[config.mk]
export PLATFORM = sky130hd
export DESIGN_NAME = cdb_arbiter
export DESIGN_NICKNAME = d
export VERILOG_FILES = /design/src/rtl/cdb_arbiter_pkg.sv /design/src/rtl/cdb_arbiter_rr_pick.sv /design/src/rtl/cdb_arbiter.sv
export SDC_FILE = /design/constraint.sdc
export NUM_CORES = 1
export LEC_CHECK = 0
export CAP_MARGIN = 10
export CORE_MARGIN = 3
export CORE_UTILIZATION = 41
export DETAILED_ROUTE_END_ITERATION = 8
export HOLD_SLACK_MARGIN = 0.15
export PLACE_DENSITY = 0.82
export SLEW_MARGIN = 40
export SYNTH_ARGS = -nofsm -noshare
export SYNTH_HDL_FRONTEND = slang
export SYNTH_SLANG_ARGS = --single-unit
[constraint.sdc]
create_clock -name clk -period 4.53 [get_ports clk]
set_input_delay 0.6795 -clock clk [delete_from_list [all_inputs] [get_ports clk]]
set_output_delay 0.6795 -clock clk [all_outputs]
set_load 0.01 [all_outputs]
[src/rtl/cdb_arbiter_pkg.sv]
// Shared LC-3b core types used by the CDB arbiter and its consumers.
package lc3b_types;

  typedef logic [15:0] lc3b_word;
  typedef logic [2:0]  lc3b_rob_addr;

  // Common data bus broadcast seen by reservation stations, register file and ROB.
  typedef struct packed {
    logic         valid;
    lc3b_word     data;
    lc3b_rob_addr tag;
  } CDB;

  // Upper bound on the number of functional units sharing the CDB.
  localparam int unsigned CDB_MAX_REQ = 8;

  // Requester-side bundle of one completed result.
  typedef struct packed {
    logic         valid;
    lc3b_word     data;
    lc3b_rob_addr tag;
  } cdb_req_t;

endpackage

[src/rtl/cdb_arbiter_rr_pick.sv]
// Combinational round-robin priority select: first set bit of req at or after ptr.
module rr_pick #(
  parameter int unsigned N  = 4,
  parameter int unsigned PW = (N > 1) ? $clog2(N) : 1
) (
  input  logic [N-1:0]  req,
  input  logic [PW-1:0] ptr,
  output logic [N-1:0]  gnt,
  output logic [PW-1:0] idx
);

  logic w_found;

  // Scan from ptr upward, wrapping modulo N; the first valid index wins.
  always_comb begin
    gnt     = '0;
    idx     = '0;
    w_found = 1'b0;
    for (int unsigned k = 0; k < N; k++) begin
      logic [PW-1:0] w_j;
      w_j = PW'((32'(ptr) + k) % N);
      if (!w_found && req[w_j]) begin
        w_found  = 1'b1;
        gnt[w_j] = 1'b1;
        idx      = w_j;
      end
    end
  end

endmodule

[src/rtl/cdb_arbiter.sv]
// Round-robin arbiter driving the registered common data bus broadcast.
module cdb_arbiter
  import lc3b_types::*;
#(
  parameter int unsigned NUM_REQ = 4
) (
  input  logic                       clk,
  input  logic                       reset,
  input  logic                       flush,
  input  logic         [NUM_REQ-1:0] req_valid,
  input  lc3b_word     [NUM_REQ-1:0] req_data,
  input  lc3b_rob_addr [NUM_REQ-1:0] req_tag,
  output logic         [NUM_REQ-1:0] req_ready,
  output CDB                         cdb_out,
  output logic         [2:0]         grant_id
);

  localparam int unsigned PW = (NUM_REQ > 1) ? $clog2(NUM_REQ) : 1;

  logic [PW-1:0]      r_ptr;
  CDB                 r_cdb;
  logic [2:0]         r_gid;

  logic [NUM_REQ-1:0] w_gnt;
  logic [PW-1:0]      w_idx;
  logic               w_xfer;
  logic [PW-1:0]      w_ptr_nxt;

  rr_pick #(
    .N  (NUM_REQ),
    .PW (PW)
  ) u_pick (
    .req (req_valid),
    .ptr (r_ptr),
    .gnt (w_gnt),
    .idx (w_idx)
  );

  // Grant is suppressed during flush and while reset is held, so nothing transfers.
  always_comb begin
    req_ready = w_gnt & {NUM_REQ{~(flush | reset)}};
    w_xfer    = |req_ready;
    if (w_idx == PW'(NUM_REQ - 1)) w_ptr_nxt = '0;
    else                           w_ptr_nxt = PW'(w_idx + 1'b1);
  end

  // Pointer and broadcast register; data/tag hold when no transfer occurs.
  always_ff @(posedge clk or posedge reset) begin
    if (reset) begin
      r_ptr <= '0;
      r_cdb <= '0;
      r_gid <= '0;
    end else if (flush) begin
      r_ptr       <= '0;
      r_cdb.valid <= 1'b0;
    end else if (w_xfer) begin
      r_ptr       <= w_ptr_nxt;
      r_cdb.valid <= 1'b1;
      r_cdb.data  <= req_data[w_idx];
      r_cdb.tag   <= req_tag[w_idx];
      r_gid       <= 3'(w_idx);
    end else begin
      r_cdb.valid <= 1'b0;
    end
  end

  assign cdb_out  = r_cdb;
  assign grant_id = r_gid;

endmodule

==> results.toml <==
[cells_and_area]
multi_input_area_um2 = 1440
syn_to_final_growth_pct = 55.1
drive_above_1_share = 0.127
register_area_um2 = 601
fillers = 417
diodes = 0
fin_nets = 382
fin_cells = 358

[route]
vias_per_cell = 5.31
drt-initial-drc-count = 144
vias = 1902
drc = 0
first_pass_iters = 4
antenna_left = 0
wl_um = 5810
wl_per_cell_um = 16.2

[global_route]
track_usage = 0.190
grt_pass1_wl_um = 9330
grt_pass1_vias = 1929
grt_antenna_before_repair = 0
grt_max_degree = 42
grt_overflow = 0

[min_path]
holdCritStartpoint = "cdb_out[12]"
hp-class = "register to register"

[clock_tree]
root_buffer = "clkbuf_8"
cts-buffers-inserted = 3
post-cts-setup-buffers = 0
cts_resized = 0
clock_sink_count = 24
clockBufferDepth = 2
clock_latency_ns = 0.27
htreeDepth = 1
holdBufCountCts = 0
cts_tree = "done"
clkTransAtPathRegs_ns = 0.09

[critical_path]
crit_fanout = 13
arrival_ns = 3.61
path_cells = "inv_1, ha_1, mux4_1, or2_4, a2111oi_4, nand2_1, a21oi_1, clkdlybuf4s50_1"
cpMaxStageDelayCell = "dfrtp_1"
crit_buf_inv = 2
crit_path_end_kind = "output pin"
cp_top_family = "buffers and inverters"
start_kind = "register"
cp-startpoint = "r_ptr[0]"
timing.rr.start = "r_ptr[0]"
crit_type = "register to output pin"
crit_required_ns = 3.85
cpPeakStageDelay_ns = 0.62

[logic_synthesis]
netlist.area_leader.share = 0.284
synth_flop_cell = "dfrtp_1"
synth_nets = 281
synthCells = 191
synth_commonest_cells = "mux2i_1 (61), dfrtp_1 (24), mux2_4 (17), a21oi_1 (15), nand2_1 (8)"
yosys.area.top_type = "mux2i_1"
yosysWarnings = 0
yosysSeqAreaShare = 0.280
synthArstFlopShare = 1.00
synth-seq-cells = 24
avgSynthCellArea_um2 = 11.2
yosysMostFrequentCell = "mux2i_1"
synth.cell_area_um2 = 2150
synthDistinctLibCells = 37
synth-edff-count = 0
synth.area.top_cells = "mux2i_1 (28%), dfrtp_1 (28%), mux2_4 (12%), ha_1 (4.1%), a21oi_1 (3.5%)"

[floorplanning]
die_w_um = 78.4
die_area_um2 = 6140
initial_core_util = 0.440
floorplan.core_area_um2 = 4880
die_h_um = 78.4
io_pins = 110
row_count = 25

[sta]
hold_viol_final = 0
rsz0062_at_grt = "false"
tightest_slew_ns = 0.502
setup_violations = 0
slew_viol_final = 0
final.setup_skew_ns = 0.00610
fin_tns_setup_ns = 0
period_needed_ns = 4.29
min_period_over_period = 0.947
max_freq_mhz = 233
slew_headroom = 0.661

[power_and_ir_drop]
leakage_nw = 1.46
p_per_area_nw_per_um2 = 663
peakVddDrop_mv = 0.337

[place]
dp_cells = 354
dp_hpwl_um = 4500
io_buffers = 108
place_congestion = 0.780

[flow_run]
maxCapViolations = 0

[status]
status = "complete, no violations"
## metrics by stage
stage | utilization | total power, mW | instance area [um2] | setup slack (ns) | hold WS (ns)
after CTS | 0.683 | 2.23 | 3330 | 0.271 | 0.523
after detailed placement | 0.668 | 2.03 | 3260 | 0.478 | 0.494
after global placement | 0.668 | 2.01 | 3260 | 0.554 | 0.489
after global routing | 0.683 | 2.36 | 3330 | 0.0160 | 0.547
final | 0.683 | 2.21 | 3330 | 0.242 | 0.518
after floorplan | - | 1.56 | 2150 | 1.25 | 0.547
## flip-flops by register name, summed over array words and instances, names as in the netlist
| name | flops |
|---|---|
| r_ptr | 2 |
| cdb_out | 20 |
| grant_id | 2 |
## path summary, 6_finish.rpt
path                            slack (ns)      endpoint  cells past startpoint
worst max-delay path                  0.24  req_ready[2]                      8
worst min-delay path                  0.52   cdb_out[12]                      1
worst max register to register        0.71   cdb_out[14]                      9
worst min register to register        0.52   cdb_out[12]                      1
max in group asynchronous             3.40    cdb_out[7]                      2
min in group asynchronous             0.79      r_ptr[0]                      2
## per-layer routing
layer  GRT usage  wire [um]  vias to the layer above
met2       0.352       3100                       84
met1       0.218       2220                      910
met3      0.0528        404                       10
met4      0.0367         88                        0
li1            -          -                      898
met5           0          0                        -
## report_power, final
part           internal (mW)  switching, mW
Combinational          0.889          0.720
Clock                  0.118         0.0702
Sequential             0.324         0.0889
Total                   1.33          0.879
## logic make-up after synthesis
group           after synthesis  share of synthesized area
flops                        24                      0.280
xor+xnor                      1                    0.00408
simple gates                 24                     0.0594
compound gates               29                      0.101
buf+inv                      20                     0.0565
other cells                   1                    0.00175
mux                          85                      0.457
fa+ha+maj                     7                     0.0408
## cells in the final DEF, fill, tap and decap left out, drive strengths merged, types with 3 or more instances in the layout
cell | synthesis | layout
o21ai | 3 | 3
ha | 7 | 7
nand3b | 4 | 4
clkbuf | 2 | 3
mux4 | 3 | 3
nand2 | 8 | 8
mux2 | 21 | 21
inv | 5 | 5
mux2i | 61 | 61
clkdlybuf4s50 | 0 | 108
dfrtp | 24 | 24
buf | 13 | 3
a21oi | 15 | 15
nor2 | 4 | 4
## cell type report
cell class	count	share of cell area
clock inverters	1	0.00901
clock buffers	3	0.0124
multi-input cells	147	0.433
inverters	5	0.00563
well taps	67	0.0252
flip-flops and latches	24	0.180
repair buffers	111	0.335
Power figures use the tool's default switching activity.
